[config.mk]
export PLATFORM = sky130hd
export DESIGN_NAME = vram_cmd_executor
export DESIGN_NICKNAME = d
export VERILOG_FILES = /design/src/rtl/vram_cmd_executor.sv
export SDC_FILE = /design/constraint.sdc
export NUM_CORES = 1
export LEC_CHECK = 0
export ABC_CLOCK_PERIOD_IN_PS = 10400
export CAP_MARGIN = 20
export CORE_MARGIN = 3
export CORE_UTILIZATION = 50
export DETAILED_ROUTE_END_ITERATION = 12
export PLACE_DENSITY_LB_ADDON = 0.12
export SYNTH_ARGS = -nofsm -noshare
export SYNTH_HDL_FRONTEND = slang
export SYNTH_SLANG_ARGS = --single-unit
[constraint.sdc]
create_clock -name clk -period 10.4 [get_ports clk]
set_input_delay 1.04 -clock clk [delete_from_list [all_inputs] [get_ports clk]]
set_output_delay 1.04 -clock clk [all_outputs]
set_load 0.01 [all_outputs]
[src/rtl/vram_cmd_executor.sv]
// Executes show_info commands: optional memory fetch of one byte, then renders it
// as a raw character or two uppercase hex characters into text VRAM.
module vram_cmd_executor #(
  parameter int unsigned MEM_LATENCY = 2
) (
  input  logic        clk,
  input  logic        rst,
  input  logic        cmd_valid,
  output logic        cmd_ready,
  input  logic [31:0] cmd,
  input  logic [15:0] mem_base,
  output logic        mem_re,
  output logic [15:0] mem_addr,
  input  logic [7:0]  mem_rdata,
  output logic        vram_we,
  output logic [9:0]  vram_addr,
  output logic [7:0]  vram_din,
  output logic        busy,
  output logic        done
);

  localparam int unsigned ADDR_W  = 16;
  localparam int unsigned VADDR_W = 10;
  localparam int unsigned DATA_W  = 8;
  localparam int unsigned WAIT_W  = 3;

  typedef enum logic [2:0] {
    IDLE,
    MEM_REQ,
    MEM_WAIT,
    WR_HI,
    WR_LO,
    DONE
  } state_t;

  typedef struct packed {
    logic [VADDR_W-1:0] v_ada;
    logic [3:0]         v_din_t;
    logic [DATA_W-1:0]  v_din;
    logic [7:0]         diff;
    logic               vram_write;
    logic               mem_read;
  } cmd_t;

  function automatic logic [DATA_W-1:0] to_hexchar(input logic [3:0] n);
    return (n < 4'd10) ? (8'h30 + {4'h0, n}) : (8'h37 + {4'h0, n});
  endfunction

  cmd_t               cmd_in;
  state_t             state_q, state_d;
  cmd_t               cmd_q, cmd_d;
  logic [ADDR_W-1:0]  base_q, base_d;
  logic [DATA_W-1:0]  src_q, src_d;
  logic [WAIT_W-1:0]  wait_q, wait_d;
  logic               hex_d;

  logic               cmd_ready_d, busy_d, done_d;
  logic               mem_re_d, vram_we_d;
  logic [ADDR_W-1:0]  mem_addr_d;
  logic [VADDR_W-1:0] vram_addr_d;
  logic [DATA_W-1:0]  vram_din_d;

  assign cmd_in = cmd_t'(cmd);

  // State and registered outputs; outputs are precomputed for the next state
  always_ff @(posedge clk) begin
    if (rst) begin
      state_q   <= IDLE;
      cmd_q     <= '0;
      base_q    <= '0;
      src_q     <= '0;
      wait_q    <= '0;
      cmd_ready <= 1'b1;
      busy      <= 1'b0;
      done      <= 1'b0;
      mem_re    <= 1'b0;
      mem_addr  <= '0;
      vram_we   <= 1'b0;
      vram_addr <= '0;
      vram_din  <= '0;
    end else begin
      state_q   <= state_d;
      cmd_q     <= cmd_d;
      base_q    <= base_d;
      src_q     <= src_d;
      wait_q    <= wait_d;
      cmd_ready <= cmd_ready_d;
      busy      <= busy_d;
      done      <= done_d;
      mem_re    <= mem_re_d;
      mem_addr  <= mem_addr_d;
      vram_we   <= vram_we_d;
      vram_addr <= vram_addr_d;
      vram_din  <= vram_din_d;
    end
  end

  // Next state, then the outputs that the next state presents
  always_comb begin
    state_d     = state_q;
    cmd_d       = cmd_q;
    base_d      = base_q;
    src_d       = src_q;
    wait_d      = wait_q;
    mem_re_d    = 1'b0;
    mem_addr_d  = mem_addr;
    vram_we_d   = 1'b0;
    vram_addr_d = vram_addr;
    vram_din_d  = vram_din;
    done_d      = 1'b0;

    case (state_q)
      IDLE: begin
        if (cmd_valid) begin
          cmd_d  = cmd_in;
          base_d = mem_base;
          if (cmd_in.mem_read) begin
            state_d = MEM_REQ;
          end else begin
            src_d   = cmd_in.v_din;
            state_d = WR_HI;
          end
        end
      end
      MEM_REQ: begin
        wait_d  = WAIT_W'(1);
        state_d = MEM_WAIT;
      end
      MEM_WAIT: begin
        if (wait_q == WAIT_W'(MEM_LATENCY)) begin
          src_d   = mem_rdata;
          state_d = WR_HI;
        end else begin
          wait_d = wait_q + WAIT_W'(1);
        end
      end
      WR_HI:   state_d = (cmd_q.v_din_t == 4'd1) ? WR_LO : DONE;
      WR_LO:   state_d = DONE;
      DONE:    state_d = IDLE;
      default: state_d = IDLE;
    endcase

    hex_d = (cmd_d.v_din_t == 4'd1);

    case (state_d)
      MEM_REQ: begin
        mem_re_d   = 1'b1;
        mem_addr_d = base_d + {8'h00, cmd_d.diff};
      end
      WR_HI: begin
        if (cmd_d.vram_write) begin
          vram_we_d   = 1'b1;
          vram_addr_d = cmd_d.v_ada;
          vram_din_d  = hex_d ? to_hexchar(src_d[7:4]) : src_d;
        end
      end
      WR_LO: begin
        if (cmd_d.vram_write) begin
          vram_we_d   = 1'b1;
          vram_addr_d = cmd_d.v_ada + VADDR_W'(1);
          vram_din_d  = to_hexchar(src_d[3:0]);
        end
      end
      DONE:    done_d = 1'b1;
      default: ;
    endcase

    cmd_ready_d = (state_d == IDLE);
    busy_d      = (state_d != IDLE);
  end

endmodule

==> impl_results.md, run 1 <==
- CP Data Arrival Time: 4.66 ns
- Final hold violation count: 0
- Internal: 0.602 mW
- Synth area leaders: dfxtp_1, nand2_1, mux2i_1
- Final Skew: 0.0116 ns
- Minimum period implied by the final worst setup slack: ~4.4 ns
- Detailed placement HPWL: between 7 and 8 mm
- Switch Pwr: 0.268 mW
- Htree depth: 3
- Final Wtd Congestion: 0.887
- Share of cells above drive strength 1: 5.44%
- Status: completed
- Part of the power in combinational logic: between 20% and 30%
- Maxcap violations: 0
- First drt pass iteration count: 4
- Post-synth top area share: 40.4%
- Slew Viols, Final: 0
- Root Driver: clkbuf_8
- Largest net degree at the start of global routing: 80
- PD cells: 151 mW/mm2
- Critical setup path kind: in2reg
- I/O pin count: a little under 100
- WP data required: approximately 11 ns
- Post-layout util: 65.5%
- Synth Flop Type: dfxtp_1
- DP Area: 0.00556 mm2
- Worst flop-to-flop path startpoint: state_q[0]
- Placement Rows: 34
- Cells after synthesis: between 500 and 600
- Die X: around 100 um
- Seq cells post-synth: 92
- Hold slack: 0.455 ns
- Synth unique cells: 67
- Commonest non-fill, non-tap cell in the layout: clkdlybuf4s50_1
- Post-route ant nets: 0
- Post-CTS Setup Bufs: 0
- I/O Buffers: between 90 and 100
- Post-Place Cells: 717
- Share of the yosys chip area belonging to registers: 40.4%
- P&R area growth vs syn: 26.3%
- Slew @ Worst Pin: 1.08 ns
- Syn Area/Cell: between 8 and 9 um2
- Post_cts resized: 0
- Mapped Area: roughly 0.0046 mm2
- # clock sinks: 92
- Startpoint Class: input pin
- Cell area after layout: 0.00576 mm2
- Max_slew headroom: 27.5%
- Die area: 0.0103 mm2
- First-pass GRT wire length: roughly 18 mm
- Overall Power: 0.870 mW
- Hold Path Cell Cnt: 2
- Clk pwr share: 28.5%
- DR WL/cell: 15.1 um
- Antenna diode count: 0
- Most frequent cells in the layout: clkdlybuf4s50_1, nand2_1, dfxtp_1, nor2_1, a21oi_1
- Area leader, netlist: dfxtp_1
- Overall Global Routing Usage: 22.0%
- Seq pwr share: 45.4%
- Post-synth EDFFs: 0
- Initial antenna violation count: 0
- Worst VDD drop: 0.0897 mV
- Wirelength, routed: 11.1 mm
- Crit end category: flip-flop
- Setup TNS Final: 0 ns
- Number of global-route vias before repair: 4011
- Worst min-delay path class: reg2reg
- Post-place setup slack: between 5 and 6 ns
- Reg-to-Reg End: mem_addr[9]
- Flop2flop setup slack: ~6.7 ns
- Asr flop ratio synth: 0%
- Clk_lat worst skew: 0.36 ns
- Max clock buf depth: 2
- Num CTS Buffers: 9
- Final period utilization: ~42%
- Crit path max fanout: 27
- Post-route setup slack: 6.00 ns
- Initial core utilization: 51.8%
- Vias per std cell: 5.72
- Fillers: 758
- Final setup violation count: 0
- Pleak: 2.34 nW
- Core area: 0.00881 mm2
- Switching portion of total power: 30.8%
- Hold Crit Endpoint: mem_addr[4]
- CTS tree: yes
- Max Fclk: 227 MHz
- Drt initial violations: 279
- Final non-filler cell total: 733
- Nets: 693
- Cells on worst reg2reg path: 10
- Die Y: 102 um
- Detailed-route via count: 4196
- HP Start: mem_addr[4]
- DR DRC count: 0
- Yosys Warn Count: 0
- RSZ-0062 raised after global routing: false
- Grt ovf: 0
- Post-CTS Hold Buffers: 0
- Syn nets: 610
- Clock slew at reported path FFs: 0.09 ns
-- cell families after synthesis --
group | count (synthesis) | synth area share (%)
compound gates | 118 | 18.7
xor+xnor | 20 | 3.84
fa+ha+maj | 14 | 4.00
flops | 92 | 40.4
buf+inv | 46 | 4.30
simple gates | 217 | 22.1
mux | 30 | 6.69
-- metal layers --
layer	GRT usage [%]	part of all wire, %
met3	3.65	5.8
met2	36.7	47
met5	0	0
met4	8.59	2.4
met1	28.4	44
-- worst max-delay path, cell delays in order --
cell and delay (ns):
clkdlybuf4s50_1 0.57, or4b_1 0.91, nand2_1 0.26, nand2_1 0.14, ha_1 0.33, a211oi_1 0.32, o21bai_1 0.17, o221a_2 0.30
nor2_1 0.22, nor3_1 0.07, o32ai_1 0.30
-- Yosys cell counts, types with 3 or more instances --
cell,count
o21ai_0,10
and3_1,14
buf_2,4
xnor2_1,12
nand2b_1,3
dfxtp_1,92
a221o_1,3
ha_1,13
o22ai_1,7
o21a_1,3
nand2_1,94
a31oi_1,5
mux2i_1,28
a211oi_1,7
xor2_1,8
nand3_1,19
o2111ai_1,3
a21o_1,3
a221oi_1,6
a21oi_1,41
o211ai_1,3
inv_1,17
clkbuf_1,20
nor2_1,52
a2bb2oi_1,3
nor3_1,14
-- registers in the layout, summed over array words and instances (netlist names), 3 cells and up --
name	cells
base_q	16
cmd_q	23
mem_addr	16
src_q	8
state_q	3
vram_addr	10
vram_din	8
wait_q	3
-- worst max path at each step --
stage / start / end / slack [ns] / depth (start not counted)
after floorplan: cmd_valid / mem_addr[9] / 6.31 / 14
after global placement: cmd_valid / mem_addr[10] / 5.85 / 12
after detailed placement: cmd_valid / mem_addr[9] / 5.67 / 11
after CTS: cmd_valid / mem_addr[9] / 6.02 / 11
after global routing: cmd_valid / mem_addr[9] / 5.69 / 11
final: cmd_valid / mem_addr[9] / 6.00 / 11
-- layout make-up --
class                      count  area (um2)  share of cell area (%)
multi-input combinational    399        2530                    43.8
sequential                    92        1840                    32.0
timing repair buffer         101         996                    17.3
clock buffer                  11         141                    2.45
tap                          108         135                    2.34
inverter                      17        63.8                    1.11
clock inverter                 5        60.1                    1.04
-- power groups by stage --
| stage | logic (mW) | registers (mW) | clock network [mW] |
|---|---|---|---|
| 2_1_floorplan | 0.147 | 0.403 | 0 |
| 3_3_place_gp | 0.222 | 0.403 | 0 |
| 3_5_place_dp | 0.225 | 0.403 | 0 |
| 4_1_cts | 0.227 | 0.395 | 0.252 |
| 5_1_grt | 0.252 | 0.399 | 0.267 |
| 6_report | 0.227 | 0.395 | 0.248 |
Power figures use the tool's default switching activity.
==> run 2: changes to the inputs <==
--- a/config.mk
+++ b/config.mk
@@ -5,7 +5,7 @@
 export SDC_FILE = /design/constraint.sdc
 export NUM_CORES = 1
 export LEC_CHECK = 0
-export ABC_CLOCK_PERIOD_IN_PS = 10400
+export ABC_CLOCK_PERIOD_IN_PS = 4200
 export CAP_MARGIN = 20
 export CORE_MARGIN = 3
 export CORE_UTILIZATION = 50
==> constraint.sdc (replaced) <==
create_clock -name clk -period 4.2 [get_ports clk]
set_input_delay 0.42 -clock clk [delete_from_list [all_inputs] [get_ports clk]]
set_output_delay 0.42 -clock clk [all_outputs]
set_load 0.01 [all_outputs]
==> run 2 against run 1 <==
Clock skew is 0.0032 ns higher. Sequential cell count did not move. Sequential share of layout area decreased by 0.20 points. Final cell count rose by 0.68%. Critical path depth stayed put. Die area stayed put. Critical endpoint unchanged.
==> impl_results.md, run 2 (same netlist as run 1, synthesis figures left out) <==
- Overall Global Routing Usage: 22.3% (was 22.0%)
- Worst min-delay path class: reg2reg (unchanged)
- Crit end category: flip-flop (unchanged)
- Clock slew at reported path FFs: 0.09 ns (about the same)
- Clk pwr share: 26.8% (was 28.5%)
- Post-Place Cells: 722 (was 717)
- Initial antenna violation count: 0 (unchanged)
- # clock sinks: 92 (unchanged)
- First-pass GRT wire length: 18.6 mm (was 18.4 mm)
- Detailed placement HPWL: 8.40 mm (was 7.94 mm)
- Final non-filler cell total: 738 (was 733)
- Post-CTS Hold Buffers: 0 (unchanged)
- Final period utilization: between 80 and 90%
- I/O pin count: 98 (unchanged)
- Biggest regs: cmd_q x23, base_q x16, mem_addr x16 (unchanged)
- Switching portion of total power: 31.3% (was 30.8%)
- Number of global-route vias before repair: 4020 (was 4011)
- Share of cells above drive strength 1: 6.19% (was 5.44%)
- Pleak: 2.36 nW (was 2.34 nW)
- Cell mode on critical path: nand2_1 (unchanged)
- Post-route ant nets: 0 (unchanged)
- Final setup violation count: 0 (unchanged)
- Multi-input logic area: 0.00253 mm2 (unchanged)
- Wirelength, routed: 11.3 mm (was 11.1 mm)
- Grt ovf: 0 (unchanged)
- Max Fclk: 286 MHz
- Worst VDD drop: 0.206 mV (was 0.0897 mV)
- Critical path's slowest cell: or4b_1 (unchanged)
- Reg area: 0.00184 mm2 (unchanged)
- Reg with most FFs: cmd_q (unchanged)
- Post-CTS Setup Bufs: 0 (unchanged)
- Fillers: 771 (was 758)
- Max_slew headroom: 41.4% (was 27.5%)
- Vias per std cell: 5.58 (was 5.72)
- Most frequent cells in the layout: clkdlybuf4s50_1, nand2_1, dfxtp_1, nor2_1, a21oi_1 (unchanged)
- Post_cts resized: 0 (unchanged)
- Htree depth: 3 (unchanged)
- WP data required: 4.46 ns (was 10.66 ns)
- Crit path max fanout: 13 (was 27)
- CP Data Arrival Time: 3.76 ns (was 4.66 ns)
- Clk_lat worst skew: 0.36 ns (about the same)
- Die Y: 102 um (unchanged)
- Final Skew: 0.0148 ns (was 0.0116 ns)
- Max clock buf depth: 2 (unchanged)
- Minimum period implied by the final worst setup slack: 3.49 ns
- Die area: 0.0103 mm2 (unchanged)
- Part of the power in combinational logic: 27.0% (was 26.1%)
- Commonest non-fill, non-tap cell in the layout: clkdlybuf4s50_1 (unchanged)
- Nets: 698 (was 693)
- I/O Buffers: 97 (unchanged)
- DR DRC count: 0 (unchanged)
- PD cells: 365 mW/mm2 (was 151 mW/mm2)
- Setup TNS Final: 0 ns (unchanged)
- Core area: 0.00881 mm2 (unchanged)
- Antenna diode count: 0 (unchanged)
- Maxcap violations: 0 (unchanged)
- Seq pwr share: 46.2% (was 45.4%)
- DR WL/cell: 15.3 um (was 15.1 um)
- First drt pass iteration count: 4 (unchanged)
- Critical setup path kind: in2reg (unchanged)
- Hold slack: 0.458 ns (was 0.455 ns)
- Slew @ Worst Pin: 0.875 ns (was 1.08 ns)
- RSZ-0062 raised after global routing: false (unchanged)
- Root Driver: clkbuf_8 (unchanged)
- Placement Rows: 34 (unchanged)
- Largest net degree at the start of global routing: 44 (was 80)
- Slew Viols, Final: 0 (unchanged)
- Status: completed (unchanged)
- Final Wtd Congestion: 0.914 (was 0.887)
- Crit-path cells: clkdlybuf4s50_1 -> or4b_1 -> nand2_1 -> nand2_1 -> ha_1 -> a211oi_1 -> o21bai_1 -> o221a_2 -> nor2_1 -> nor3_1 -> o32ai_1 (unchanged)
- Final hold violation count: 0 (unchanged)
- Die X: 102 um (unchanged)
- Switch Pwr: 0.662 mW (was 0.268 mW)
- Slowest cell delay on critical path: 0.72 ns (was 0.91 ns)
- Num CTS Buffers: 9 (unchanged)
- CTS tree: yes (unchanged)
- P&R area growth vs syn: 27.1% (was 26.3%)
- Startpoint Class: input pin (unchanged)
- Detailed-route via count: 4119 (was 4196)
- Internal: 1.45 mW (was 0.602 mW)
- Largest register FFs: 23 (unchanged)
- Drt initial violations: 147 (was 279)
- Initial core utilization: 51.8% (unchanged)
run 2: cell types whose count changed in the layout (fill, tap and decap cells not counted):
cell,previous run,this run
buf_12,0,1
buf_4,4,8
bufinv_16,1,0
clkbuf_8,10,11
clkinv_2,1,0
clkinvlp_4,1,2
run 2: routing by layer:
metal / part of all wire [%] / routed length (um) / vias to the layer above / global-route usage, %
li1: - / - / 2082 / -
met1: 45 / 5130 / 1932 / 28.4
met2: 49 / 5580 / 98 / 38.7
met3: 4.3 / 490 / 7 / 3.24
met4: 0.88 / 99 / 0 / 7.26
met5: 0 / 0 / - / 0
run 2: worst max-delay path: cells and delay by family:
family	cells	cell delay (ns)
buffers and inverters	1	0.58
AO/OA/AOI/OAI	4	1.08
adder cells (fa/ha/maj)	1	0.33
AND/OR/NAND/NOR	5	1.33
run 2: power groups by stage:
stage | registers, mW | clock network, mW | logic [mW]
after CTS | 0.979 | 0.578 | 0.572
after global routing | 0.987 | 0.610 | 0.632
final | 0.979 | 0.566 | 0.572
after floorplan | 0.998 | 0 | 0.365
after detailed placement | 0.999 | 0 | 0.568
after global placement | 0.996 | 0 | 0.558
run 2: final timing paths:
kind	start	to	slack (ns)	depth (start not counted)
setup / recovery	cmd_valid	mem_addr[9]	0.71	11
hold / removal	mem_addr[0]	mem_addr[0]	0.46	2
setup reg to reg	state_q[0]	mem_addr[9]	0.77	10
hold reg to reg	mem_addr[0]	mem_addr[0]	0.46	2
run 2: area by class of cell:
type	instances	share of cell area (%)
tap	108	2.33
inverter	17	1.10
sequential	92	31.8
timing repair buffer	106	18.0
clock buffer	12	2.67
multi-input combinational	399	43.6
clock inverter	4	0.561
run 2: through the flow:
stage | utilization, % | cell area (um2) | power, mW | setup slack (ns)
floorplan | - | 4560 | 1.36 | 0.640
global placement | 63.7 | 5610 | 1.55 | 0.548
detailed placement | 63.7 | 5610 | 1.57 | 0.400
CTS | 65.9 | 5800 | 2.13 | 0.750
global route | 65.9 | 5800 | 2.23 | 0.452
finish | 65.9 | 5800 | 2.12 | 0.708
==> RTL change 1: new RTL, settings of run 1 <==
Change the localparam `WAIT_W` from 3 to 5.
--- a/src/rtl/vram_cmd_executor.sv
+++ b/src/rtl/vram_cmd_executor.sv
@@ -24,3 +24,3 @@
   localparam int unsigned DATA_W  = 8;
-  localparam int unsigned WAIT_W  = 3;
+  localparam int unsigned WAIT_W  = 5;
 
Function: no difference found for any inputs over 10 cycles, from zero or initial values and one cycle with rst high; that may be too few to reach the edited logic, so the function may still have changed.
==> RTL change 1 against run 1 <==
Synthesized area increased by 4.2%. Global-route usage increased by 0.44 points. Routed wire length increased by 8.2%. Critical path depth increased by 1. Clock power decreased by 5%. Non-clock buffer count decreased by 1. Sequential cell count increased by 2. Synthesized cell count increased by 4.5%. Total power decreased by 3.9%. Worst setup slack improved by 0.044 ns. Design area increased by 2.8%. Largest cell class unchanged.
==> RTL change 1: results (changes against run 1) <==
status:
  status: "finished clean"
layout:
  nets: 713  # +2.9%
  buffers: 100  # -0.99%
  n_clock_buffer: 12  # +1
  num-multi-input-gates: 423  # +6.0%
yosys:
  synth_seq_area_share_pct: 39.6  # -0.79 points
  synth_xor_area_share_pct: 3.31  # -0.52 points
  synth_compound_area_share_pct: 17.9  # -0.76 points
  synthTopCellsByArea: "dfxtp_1 (40%), nand2_1 (8.1%), mux2i_1 (5.5%)"
  yosys-top-cells-count: "nand2_1 (103), dfxtp_1 (94), nor2_1 (52)"
  synth_cell_types: 69  # +3.0%
detailed_routing:
  met1Wirelength_mm: 5.40  # +9.7%
  wl_met3_um: 665  # +2.6%
  dr_wl_met2_mm: 5.71  # +8.9%
pwr:
  vdd_ir_drop_max_mv: 0.0713  # -21%
  p_total_mw: 0.836  # -3.9%
  p_leak_nw: 2.34  # -0.19%
  intPower_mw: 0.583  # -3.0%
worst_setup_path:
  crit_arrival_ns: 4.65  # about the same
  rr_worst_depth: 11  # +1
  regToRegEndpoint: "mem_addr[15]$_SDFFE_PP0P_"
  crit_path_top_delay_cell: "buf_4"
  crit_family: "compound AO/OA/AOI/OAI gates"
worst_hold_path:
  hp-start: "vram_addr[6]$_SDFFE_PP0P_"
placed_design:
  dpl_cell_area_sq_mm: 0.00574  # +3.2%
global_route:
  met3_usage_pct: 3.86  # +0.21 points
  grt_usage_pct: 22.4  # +0.44 points
timing:
  fin_skew_ns: 0.0106  # -0.000966 ns
RTL change 1: changes by cell type in the layout (fill, tap and decap cells not counted), sizes merged, moves of 4 or more:
cell / change
nand2: +8
inv: -6
a21oi: +9
a211oi: -4
o31ai: +4
xnor2: -5
o22ai: -6
RTL change 1: how the worst min path moves through the flow:
stage / endpoint / slack [ns]
floorplan: base_q[9]$_SDFF_PP0_ / 0.43
global placement: mem_addr[4]$_SDFFE_PP0P_ / 0.44
detailed placement: mem_addr[5]$_SDFFE_PP0P_ / 0.45
CTS: vram_addr[6]$_SDFFE_PP0P_ / 0.46
global route: mem_addr[5]$_SDFFE_PP0P_ / 0.48
finish: vram_addr[6]$_SDFFE_PP0P_ / 0.46
RTL change 1: stage by stage:
stage	setup WS [ns]	hold WS (ns)
floorplan	6.20	0.432
global placement	5.88	0.441
detailed placement	5.76	0.445
CTS	6.08	0.459
global route	5.75	0.476
finish	6.05	0.455
==> RTL change 2: new RTL, flow settings as in run 1 <==
Without the edit above. Make the reset (`rst`) asynchronous in one clocked block.
--- a/src/rtl/vram_cmd_executor.sv
+++ b/src/rtl/vram_cmd_executor.sv
@@ -65,3 +65,3 @@
   // State and registered outputs; outputs are precomputed for the next state
-  always_ff @(posedge clk) begin
+  always_ff @(posedge clk or posedge rst) begin
     if (rst) begin
Formal check against the unedited RTL: differs if rst is asserted again (counterexample within 4 cycles, from zero or initial values and one cycle with rst high); with rst held inactive, the same outputs for 10 cycles.
==> RTL change 2 against run 1 <==
Largest cell class is now flip-flops and latches. Synthesized area fell by 0.47%. Design area rose by 1.6%. Global-route usage fell by 1.6 points. Critical path type unchanged. Sequential cell count did not move. Worst setup slack improved by 0.10 ns. Synthesized cell count fell by 9.7%. Routed wire length fell by 6.9%. Sequential share of layout area rose by 7.4 points.
Power is not compared: it rests on default switching activity, and its combinational part moved more than twofold at a synthesized area within 25%.
==> RTL change 2: results (changes against run 1) <==
pwr:
  p_sw_share_pct: 39.2
  clk-power_mw: 0.288
  powerComb_mw: 0.895
yosys:
  synthTopCellsByArea: "dfrtp_1 (50%), nand2_1 (11%), o21ai_0 (3.9%)"
  synth_compound_area_share_pct: 13.4  # -5.3 points
  synth_xor_area_share_pct: 4.43  # +0.60 points
  async_flop_share_pct: 100  # +100 points
  yosysWarnings: 0  # unchanged
  synth_cell_types: 56  # -16%
  synthAdderAreaFrac_pct: 4.02  # +0.019 points
  synth_ff_type: "dfrtp_1"
  synth_seq_area_share_pct: 50.7  # +10 points
  syn-num-nets: 558  # -8.5%
  synthMuxAreaShare_pct: 3.58  # -3.1 points
  yosys-top-cells-count: "nand2_1 (136), dfrtp_1 (91), o21ai_0 (35)"
detailed_routing:
  drtPass1Iterations: 4  # unchanged
  wl_met3_um: 580  # -10%
  vias: 3667  # -13%
  dr_wl_met2_mm: 4.98  # -4.9%
  met1Wirelength_mm: 4.66  # -5.4%
  drt-initial-drc-count: 145  # -48%
  post_drt_wl_per_cell_um: 15.0  # -0.67%
worst_setup_path:
  cp_max_fo: 30  # +11%
  crit_path_top_delay_cell: "or4b_4"
  crit_arrival_ns: 4.50  # -0.16 ns
  crit_family: "compound AO/OA/AOI/OAI gates"
  slowest_delay_ns: 0.67  # -0.24 ns
global_route:
  met3_usage_pct: 3.24  # -0.41 points
  grt_max_degree: 55  # -31%
  antenna_found_initial: 0  # unchanged
  grt_util_met1_pct: 28.2  # -0.24 points
  grt_usage_pct: 20.4  # -1.6 points
  grt_first_pass_wirelength_mm: 16.7  # -9.7%
  grt_pass1_vias: 3484  # -13%
  grt_util_met2_pct: 33.3  # -3.4 points
status:
  status: "finished clean"
clocking:
  htreeDepth: 3  # unchanged
  ctsRootBufferMaster: "clkbuf_8"
  cts_resized: 0  # unchanged
  post_cts_buffers: 0  # unchanged
  clock_path_buffers: 2  # unchanged
  clkSlewWorstSetupHoldPaths_ns: 0.09  # about the same
  numCtsBuffers: 9  # unchanged
layout:
  n_antenna_cell: 0  # unchanged
  largest_registers: "cmd_q x23, base_q x16, mem_addr x16"
  drive_gt1_share_pct: 5.87  # +0.43 points
  final.fill_count: 730  # -3.7%
  nets: 648  # -6.5%
placed_design:
  dpl.hpwl_mm: 7.51  # -5.4%
  pre_cts_ws_ns: 5.74  # +0.0711 ns
  routabilityCongestion: 0.810  # -8.6%
  port_buffers: 97  # unchanged
timing:
  fin_skew_ns: 0.0120  # +0.000446 ns
  slew_headroom_pct: 37.3  # +9.8 points
## RTL change 2: cell count changes after synthesis, moves of 7 or more
cell     before  now
nand2_1      94  136
o21ai_0      10   35
inv_1        17   27
nand3_1      19    8
o31ai_1       0    7
nor3_1       14    3
dfxtp_1      92    0
dfrtp_1       0   91
a21oi_1      41   24
mux2i_1      28   14
nor2_1       52   15
## RTL change 2: worst paths after layout
kind,from,slack [ns],depth (start not counted),endpoint
worst max-delay path,cmd_valid,6.10,13,mem_addr[8]$_DFFE_PP0P_
worst min-delay path,vram_din[3]$_DFFE_PP0P_,0.48,2,vram_din[3]$_DFFE_PP0P_
worst max register to register,state_q[1]$_DFF_PP0_,6.62,12,mem_addr[8]$_DFFE_PP0P_
worst min register to register,vram_din[3]$_DFFE_PP0P_,0.48,2,vram_din[3]$_DFFE_PP0P_
max in group asynchronous,rst,8.21,3,src_q[2]$_DFF_PP0_
min in group asynchronous,rst,1.08,2,mem_addr[0]$_DFFE_PP0P_
## RTL change 2: per-stage QoR
stage                     instances  hold WS, ns  cell area, sq um
after floorplan                 485        0.441              4540
after global placement          671        0.456              5590
after detailed placement        671        0.465              5590
after CTS                       686        0.486              5830
after global routing            687        0.515              5850
final                           687        0.481              5850
## RTL change 2: cell families after synthesis
kind of cell / count (synthesis)
xor gates and xnor gates: 23
AOI/OAI and AO/OA: 95
buffers and inverters: 50
and+or+nand+nor: 195
muxes: 16
adders and majority gates: 14
DFF: 92
## RTL change 2: cell type report
type / count / area share, %
Clock inverter: 4 / 1.67
Clock buffer: 11 / 2.42
Inverter: 28 / 1.82
Tap cell: 108 / 2.31
Multi-Input combinational cell: 343 / 35.0
Timing Repair Buffer: 101 / 17.4
Sequential cell: 92 / 39.3
